`src/rtl/cv_bus_master.sv`:
```
// Z80-style bus initiator: turns single requests into T-state accurate
// memory, I/O and M1-with-refresh bus cycles.
module cv_bus_master #(
    parameter logic [15:0] RESET_ADDR = 16'h0000
) (
    input  logic        clk_i,
    input  logic        reset_n_i,
    input  logic        clk_en_i,
    input  logic        req_valid_i,
    output logic        req_ready_o,
    input  logic [1:0]  req_type_i,
    input  logic        req_m1_i,
    input  logic [15:0] req_addr_i,
    input  logic [7:0]  req_data_i,
    output logic        rsp_valid_o,
    output logic [7:0]  rsp_data_o,
    output logic [15:0] a_o,
    output logic [7:0]  d_o,
    output logic        d_oe_o,
    input  logic [7:0]  d_i,
    output logic        mreq_n_o,
    output logic        iorq_n_o,
    output logic        rd_n_o,
    output logic        wr_n_o,
    output logic        rfsh_n_o,
    output logic        m1_n_o,
    input  logic        wait_n_i,
    output logic        busy_o
);

    typedef enum logic [2:0] {
        S_IDLE, S_T1, S_T2, S_TWA, S_TW, S_T3, S_T4
    } state_t;

    state_t      r_state;
    logic        r_io;
    logic        r_wr;
    logic        r_m1;
    logic [15:0] r_addr;
    logic [7:0]  r_data;
    logic [7:0]  r_cnt;
    logic [15:0] r_a;
    logic [7:0]  r_d;
    logic        r_doe;
    logic        r_mreq_n;
    logic        r_iorq_n;
    logic        r_rd_n;
    logic        r_wr_n;
    logic        r_rfsh_n;
    logic        r_m1_n;
    logic        r_rdy;
    logic        r_busy;
    logic        r_rsp_valid;
    logic [7:0]  r_rsp_data;

    state_t      w_nxt;
    logic        w_io;
    logic        w_wr;
    logic        w_m1;
    logic [15:0] w_addr;
    logic [7:0]  w_data;
    logic        w_cap;
    logic        w_inc;
    logic [15:0] w_a;
    logic [7:0]  w_d;
    logic        w_doe;
    logic        w_mreq_n;
    logic        w_iorq_n;
    logic        w_rd_n;
    logic        w_wr_n;
    logic        w_rfsh_n;
    logic        w_m1_n;

    // In IDLE the request inputs drive the T1 outputs directly
    always_comb begin
        w_io   = r_io;
        w_wr   = r_wr;
        w_m1   = r_m1;
        w_addr = r_addr;
        w_data = r_data;
        if (r_state == S_IDLE) begin
            w_io   = req_type_i[1];
            w_wr   = req_type_i[0];
            w_m1   = req_m1_i & (req_type_i == 2'b00);
            w_addr = req_addr_i;
            w_data = req_data_i;
        end
    end

    always_comb begin
        w_nxt = r_state;
        w_cap = 1'b0;
        w_inc = 1'b0;
        unique case (r_state)
            S_IDLE: if (req_valid_i) w_nxt = S_T1;
            S_T1:   w_nxt = S_T2;
            S_T2: begin
                if (r_io) begin
                    w_nxt = S_TWA;
                end else if (!wait_n_i) begin
                    w_nxt = S_TW;
                end else begin
                    w_nxt = S_T3;
                    w_cap = r_m1;
                end
            end
            S_TWA:  w_nxt = wait_n_i ? S_T3 : S_TW;
            S_TW: begin
                if (wait_n_i) begin
                    w_nxt = S_T3;
                    w_cap = r_m1;
                end
            end
            S_T3: begin
                w_nxt = r_m1 ? S_T4 : S_IDLE;
                w_cap = ~r_m1 & ~r_wr;
            end
            S_T4: begin
                w_nxt = S_IDLE;
                w_inc = 1'b1;
            end
            default: w_nxt = S_IDLE;
        endcase
    end

    always_comb begin
        w_a      = r_a;
        w_d      = r_d;
        w_doe    = 1'b0;
        w_mreq_n = 1'b1;
        w_iorq_n = 1'b1;
        w_rd_n   = 1'b1;
        w_wr_n   = 1'b1;
        w_rfsh_n = 1'b1;
        w_m1_n   = 1'b1;
        unique case (w_nxt)
            S_T1: begin
                w_a = w_addr;
                if (!w_io) begin
                    w_mreq_n = 1'b0;
                    w_rd_n   = w_wr;
                end
                w_m1_n = ~w_m1;
                if (w_wr) begin
                    w_d   = w_data;
                    w_doe = 1'b1;
                end
            end
            S_T2, S_TWA, S_TW: begin
                w_a   = w_addr;
                w_doe = w_wr;
                if (w_io) begin
                    w_iorq_n = 1'b0;
                end else begin
                    w_mreq_n = 1'b0;
                    w_m1_n   = ~w_m1;
                end
                w_rd_n = w_wr;
                w_wr_n = ~w_wr;
            end
            S_T3: begin
                if (w_m1) begin
                    w_a      = {8'h00, r_cnt};
                    w_rfsh_n = 1'b0;
                    w_mreq_n = 1'b0;
                end else begin
                    w_a   = w_addr;
                    w_doe = w_wr;
                    if (w_io) w_iorq_n = 1'b0;
                    else      w_mreq_n = 1'b0;
                    w_rd_n = w_wr;
                    w_wr_n = ~w_wr;
                end
            end
            S_T4:    w_rfsh_n = 1'b0;
            default: ;
        endcase
    end

    always_ff @(posedge clk_i or negedge reset_n_i) begin
        if (!reset_n_i) begin
            r_state     <= S_IDLE;
            r_io        <= 1'b0;
            r_wr        <= 1'b0;
            r_m1        <= 1'b0;
            r_addr      <= 16'h0000;
            r_data      <= 8'h00;
            r_cnt       <= 8'h00;
            r_a         <= RESET_ADDR;
            r_d         <= 8'h00;
            r_doe       <= 1'b0;
            r_mreq_n    <= 1'b1;
            r_iorq_n    <= 1'b1;
            r_rd_n      <= 1'b1;
            r_wr_n      <= 1'b1;
            r_rfsh_n    <= 1'b1;
            r_m1_n      <= 1'b1;
            r_rdy       <= 1'b1;
            r_busy      <= 1'b0;
            r_rsp_valid <= 1'b0;
            r_rsp_data  <= 8'h00;
        end else begin
            // Pulse lasts one clk regardless of tick spacing
            r_rsp_valid <= clk_en_i & w_cap;
            if (clk_en_i) begin
                r_state <= w_nxt;
                if (r_state == S_IDLE && req_valid_i) begin
                    r_io   <= w_io;
                    r_wr   <= w_wr;
                    r_m1   <= w_m1;
                    r_addr <= w_addr;
                    r_data <= w_data;
                end
                if (w_cap) r_rsp_data <= d_i;
                if (w_inc) r_cnt <= {1'b0, r_cnt[6:0] + 7'd1};
                r_a      <= w_a;
                r_d      <= w_d;
                r_doe    <= w_doe;
                r_mreq_n <= w_mreq_n;
                r_iorq_n <= w_iorq_n;
                r_rd_n   <= w_rd_n;
                r_wr_n   <= w_wr_n;
                r_rfsh_n <= w_rfsh_n;
                r_m1_n   <= w_m1_n;
                r_rdy    <= (w_nxt == S_IDLE);
                r_busy   <= (w_nxt != S_IDLE);
            end
        end
    end

    assign req_ready_o = r_rdy;
    assign busy_o      = r_busy;
    assign rsp_valid_o = r_rsp_valid;
    assign rsp_data_o  = r_rsp_data;
    assign a_o         = r_a;
    assign d_o         = r_d;
    assign d_oe_o      = r_doe;
    assign mreq_n_o    = r_mreq_n;
    assign iorq_n_o    = r_iorq_n;
    assign rd_n_o      = r_rd_n;
    assign wr_n_o      = r_wr_n;
    assign rfsh_n_o    = r_rfsh_n;
    assign m1_n_o      = r_m1_n;

endmodule

```
`config.mk`:
```
export PLATFORM = sky130hd
export DESIGN_NAME = cv_bus_master
export DESIGN_NICKNAME = d
export VERILOG_FILES = /design/src/rtl/cv_bus_master.sv
export SDC_FILE = /design/constraint.sdc
export NUM_CORES = 1
export LEC_CHECK = 0
export CORE_UTILIZATION = 49
export DETAILED_ROUTE_END_ITERATION = 10
export MAX_ROUTING_LAYER = met4
export PLACE_DENSITY = 0.79
export SYNTH_ARGS = -nofsm -noshare
export SYNTH_HDL_FRONTEND = slang
export SYNTH_SLANG_ARGS = --single-unit
```
`constraint.sdc`:
```
create_clock -name clk_i -period 2.5 [get_ports clk_i]
set_clock_uncertainty 0.05 [all_clocks]
set_input_delay 0.375 -clock clk_i [delete_from_list [all_inputs] [get_ports clk_i]]
set_output_delay 0.375 -clock clk_i [all_outputs]
set_load 0.005 [all_outputs]
```
; Word-level counts from Yosys, hierarchy flattened
; Index checks and enable logic that the tools add are counted.
[word_totals]
memories = 0
output_inout_bits = 42
romBits = 0
elab_cells = 88
latch_bits = 0
input_bits = 40
ram_bits = 0
register_bits = 79
[classes]
muxes = 35
magnitude_cmp = 0
bitwise_logic = 7
div = 0
multipliers = 0
shifts = 0
reduce_logical = 13
n_eq_ne = 12
add_sub_neg = 1
[ops]
columns = cell, count
row1 = 2-to-1 mux 16 bit, 2
row2 = one-hot mux 16 bit (2 select lines), 1
row3 = == test 3 bit (second input constant), 6
row4 = 2-to-1 mux 1 bit, 18
row5 = one-hot mux 3 bit (6 select lines), 1
row6 = == test 3 x 2 -> 1 bit (second input constant), 4
row7 = 2-to-1 mux 3 bit, 4
row8 = one-hot mux 1 bit (2 select lines), 5
row9 = one-hot mux 1 bit (3 select lines), 3
row10 = 2-to-1 mux 8 bit, 1
row11 = AND reduction 2 bit, 4
row12 = adder 7 x 1 -> 7 bit (second input constant), 1
row13 = == test 3 x 1 -> 1 bit (second input constant), 2
row14 = zero test 3 bit, 2
row15 = inverter 1 bit, 4
row16 = OR reduction 4 bit, 1
row17 = AND 1 bit, 3
row18 = AND reduction 3 bit, 1
row19 = nonzero test 3 bit, 1
row20 = OR reduction 3 bit, 1
row21 = zero test 2 bit, 1
row22 = nonzero test 2 bit, 1
row23 = logical AND 1 bit, 1

; Depth between registers and ports, before layout
[logic_depth]
word_depth = 7
depth_mapped = 9
ltp_nobuf = 5

; Worst setup path after synthesis
; OpenSTA, ideal clock, no wires.
[synth_timing]
path_kind = register to register
start = reg r_state[1]
end = reg r_iorq_n (netlist: iorq_n_o)
synth_period_minus_slack_ns = 1.933
path_buffers = 2
setup_ns = 0.083
path_stages_with_launch = 7
arrival_time_ns = 1.799
required_time_ns = 2.367
setup_slack_ns = 0.567
cell_sequence = dfrtp_1 -> mux2_4 -> a211o_4 -> and3_4 -> buf_6 -> buf_6 -> o32a_1
[synth_via]
elab_chain_cells = 5
elab_cells_between_ends = 19
classes_between = 9 x eq/ne / 8 x mux / 2 x reduce/logical
[synth_lines]
columns = element, line
row1 = "start, declared", 35  ; state_t r_state;
row2 = "start signal, assigned", 206  ; r_state <= w_nxt;
row3 = == test 3 bit (tied with other cells), 94  ; unique case (r_state)
row4 = one-hot mux 3 bit (6 select lines) / 2-to-1 mux 1 bit (equally long branches), "94, 81"
row5 = == test 3 x 2 -> 1 bit (tied with other cells), 136  ; unique case (w_nxt)
row6 = OR reduction 3 bit / 2-to-1 mux 1 bit (equally long branches), "136, 162"
row7 = one-hot mux 1 bit (2 select lines) *, 136
row8 = "end signal, assigned", 220  ; r_iorq_n <= w_iorq_n;
row9 = "end, declared", 46  ; logic r_iorq_n;
; Every way passes the cells marked *; elsewhere a longest branch is shown, timed or not.
; A chain may end at the register's enable or synchronous reset.

; Worst setup path in the final report
[layout_timing]
start = in wait_n_i
end = reg r_rsp_data[4] (netlist: rsp_data_o[4])
[layout_via]
elab_chain_cells = 4
[layout_lines]
columns = element, line
row1 = "start, declared", 27  ; input logic wait_n_i,
row2 = 2-to-1 mux 1 bit *, "100, 109"
row3 = 2-to-1 mux 1 bit, 98  ; if (r_io) begin
row4 = one-hot mux 1 bit (3 select lines) *, 94
row5 = AND reduction 2 bit (no line) *, n/a
row6 = "end signal, assigned", 214  ; if (w_cap) r_rsp_data <= d_i;
row7 = "end, declared", 54  ; logic [7:0] r_rsp_data;
; Marks and branches as above.

==> impl_metrics.csv <==
group,metric,value,unit
routing,drt_pass1_iterations,7,
yosys,synth_async_sr_flop_share,100,%
global_route,met3_usage,5.60,%
critical_path,cp-end-kind,"register",
routing,wl_per_cell,16.5,um
yosys,syn_area_per_cell,11.6,um^2
routing,routed_wl,7480,um
floorplanning,dieArea,7100,um^2
clock_tree,cts_inserted_buffers,9,
yosys,yosys_most_used_dff,"dfrtp_1",
global_route,grt_pass1_vias,2449,
global_route,grtUsageMet2,37.9,%
sta,max_slew_margin,58.3,%
sta,fmax,471,MHz
yosys,synth_cells,286,
clock_tree,cts.clk_slew.worst_paths,70,ps
final_layout,syn_to_final_growth,32.3,%
final_layout,antennaDiodeCount,0,
clock_tree,clock-sinks,71,
yosys,ys_seq_elements,71,
run,maxCapViolations,0,
clock_tree,cts_tree,"done",
yosys,synthDominantCellAreaShare,48.3,%
final_layout,multiInputGateArea,1420,um^2
place,finalWeightedCongestion,0.832,
clock_tree,cts_setup_buffers,0,
floorplanning,initial_utilization,51.6,%
sta,drv_slew,0,
yosys,synth_nets,327,
pwr,pwr_density_cell,1150,nW/um^2
yosys,ys_warn_count,0,
sta,period_minus_slack,2130,ps
sta,hold_violations,2,
sta,setup_viol,0,
sta,period_share,85.0,%
floorplanning,die_w,84.2,um
place,dp_hpwl,5380,um
sta,worstMarginPinSlew,626,ps
final_layout,ff_latch_area,1790,um^2
sta,fin_setup_tns,0,ps
floorplanning,io_pins,82,
clock_tree,clockBufferDepth,2,
critical_path,reg2reg_depth,5,
final_layout,fillers,515,
routing,first_iter_violations,94,
floorplanning,core,6420,um^2
global_route,grt_use_total,23.0,%
yosys,synth_common_cells,"dfrtp_1 (64), nand2_1 (49), mux2_2 (34)",
final_layout,drive_above_1_share,20.4,%
outcome,status,"finished with violations",
worst_hold_path,min_path_type,"input pin to asynchronous set/reset pin",
routing,ant_nets,0,
place,dpl_worst_slack,48.1,ps
critical_path,start_kind,"input pin",
place,io_buffers,81,
routing,post_drt_via_cell_ratio,5.47,
routing,dr_total_vias,2484,
outcome,violations,"design-rule violations, negative hold slack",
floorplanning,die_h,84.2,um
final_layout,fin_cells,454,
global_route,grt_pass1_wl,12200,um
global_route,grt_overflow_total,0,
global_route,grt_max_degree,47,
yosys,synth_area_leader_cell,"dfrtp_1",
sta,hold_ws,-1.96,ps
clock_tree,clk_latency,340,ps
critical_path,worstPathMaxFanout,9,
critical_path,crit_type,"input pin to register",
routing,drc_errors,8,
clock_tree,postCtsHoldBufs,0,
global_route,antenna_found_initial,0,
clock_tree,clock-root-buffer,"clkbuf_8",
yosys,synthesis.area,3310,um^2
critical_path,cp.required,2670,ps
final_layout,fin_nets,413,
sta,worst_slack,375,ps
floorplanning,row_count,29,
global_route,busiest_layer,"met2",
place,dp_cells,438,
yosys,synth.most_common_cell,"dfrtp_1",
critical_path,cp_data_arrival_time,2300,ps
pwr,leakage,1.91,nW
yosys,ys_types,51,
yosys,synth_area_leaders,"dfrtp_1 (48%), mux2_2 (12%), mux2i_1 (5.7%)",
global_route,grtUsageMet1,28.5,%
clock_tree,htreeDepth,3,
yosys,synth-edff-count,0,
sta,rsz0062_at_grt,"no",
clock_tree,cts_resized,0,
yosys,seq_area_frac_synth,53.9,%
pwr,peakVddDrop,666,uV
-- cell type report --
class,instances,area share [%]
flip-flops and latches,71,40.7
multi-input cells,193,32.4
repair buffers,94,20.9
clock buffers,11,3.00
well taps,77,2.20
clock inverters,5,0.571
inverters,3,0.257
-- cell usage in the layout (no fill, tap or decap), types with 3 or more instances in the layout --
| cell | instances |
|---|---|
| clkdlybuf4s50_1 | 80 |
| dfrtp_1 | 64 |
| nand2_1 | 49 |
| mux2_2 | 34 |
| mux2i_1 | 19 |
| o21ai_0 | 13 |
| buf_4 | 12 |
| o31ai_1 | 11 |
| clkbuf_8 | 9 |
| nor2_1 | 8 |
| dfstp_2 | 7 |
| clkinv_2 | 5 |
| nand2b_1 | 4 |
| nand3_1 | 4 |
| a21oi_1 | 4 |
| o22ai_1 | 3 |
| inv_1 | 3 |
| nand4_1 | 3 |
| xor2_1 | 3 |
| xnor2_1 | 3 |
-- state kept, by name (all words and copies together), names as in the netlist, 3 cells and up --
name	cells
a_o	16
r_addr	16
d_o	8
rsp_data_o	8
r_cnt	7
r_state	3
-- stage by stage --
step | utilization [%] | total power (W) | cell area, um^2
4_1_cts | 68.3 | 0.00507 | 4380
3_3_place_gp | 65.8 | 0.00418 | 4230
6_report | 68.3 | 0.00502 | 4380
2_1_floorplan | - | 0.00321 | 3310
3_5_place_dp | 65.8 | 0.00429 | 4230
5_1_grt | 68.3 | 0.00536 | 4380
-- routing by layer --
layer / part of all wire (%) / routed length, um / vias up
met4: 1.4 / 105 / 0
met5: 0 / 0 / -
met1: 44 / 3270 / 1252
li1: - / - / 1178
met2: 52 / 3860 / 45
met3: 3.3 / 248 / 9
-- critical path, stage by stage --
cell and delay (ps):
clkdlybuf4s50_1 540, nand2_1 90, or4b_2 620, o2bb2ai_1 190, nand2_2 180, mux2_2 320
-- kinds of logic (layout without fill, tap and decap cells) --
| logic type | after synthesis | after routing | share of synthesized area [%] |
|---|---|---|---|
| and+or+nand+nor | 86 | 86 | 12.8 |
| DFF | 71 | 71 | 53.9 |
| muxes | 54 | 54 | 17.7 |
| AOI/OAI and AO/OA | 46 | 46 | 10.2 |
| buffers and inverters | 22 | 113 | 3.51 |
| xor gates and xnor gates | 6 | 6 | 1.59 |
| adders and majority gates | 1 | 1 | 0.377 |
-- worst paths after layout --
path	startpoint	to	slack (ps)
max	wait_n_i	rsp_data_o[4]	370
min reg2reg	req_ready_o	req_ready_o	420
min	reset_n_i	rsp_data_o[0]	-2
max reg2reg	r_state[1]	wr_n_o	380
max in group asynchronous	reset_n_i	mreq_n_o	1680
min in group clk_i	req_ready_o	req_ready_o	420
-- power breakdown --
group	total (W)	switching [W]	internal, W
clock	0.000769	0.000417	0.000352
sequential	0.00207	0.000381	0.00168
combinational	0.00219	0.000892	0.00130
total	0.00502	0.00169	0.00333
(Power assumes the default switching activity.)
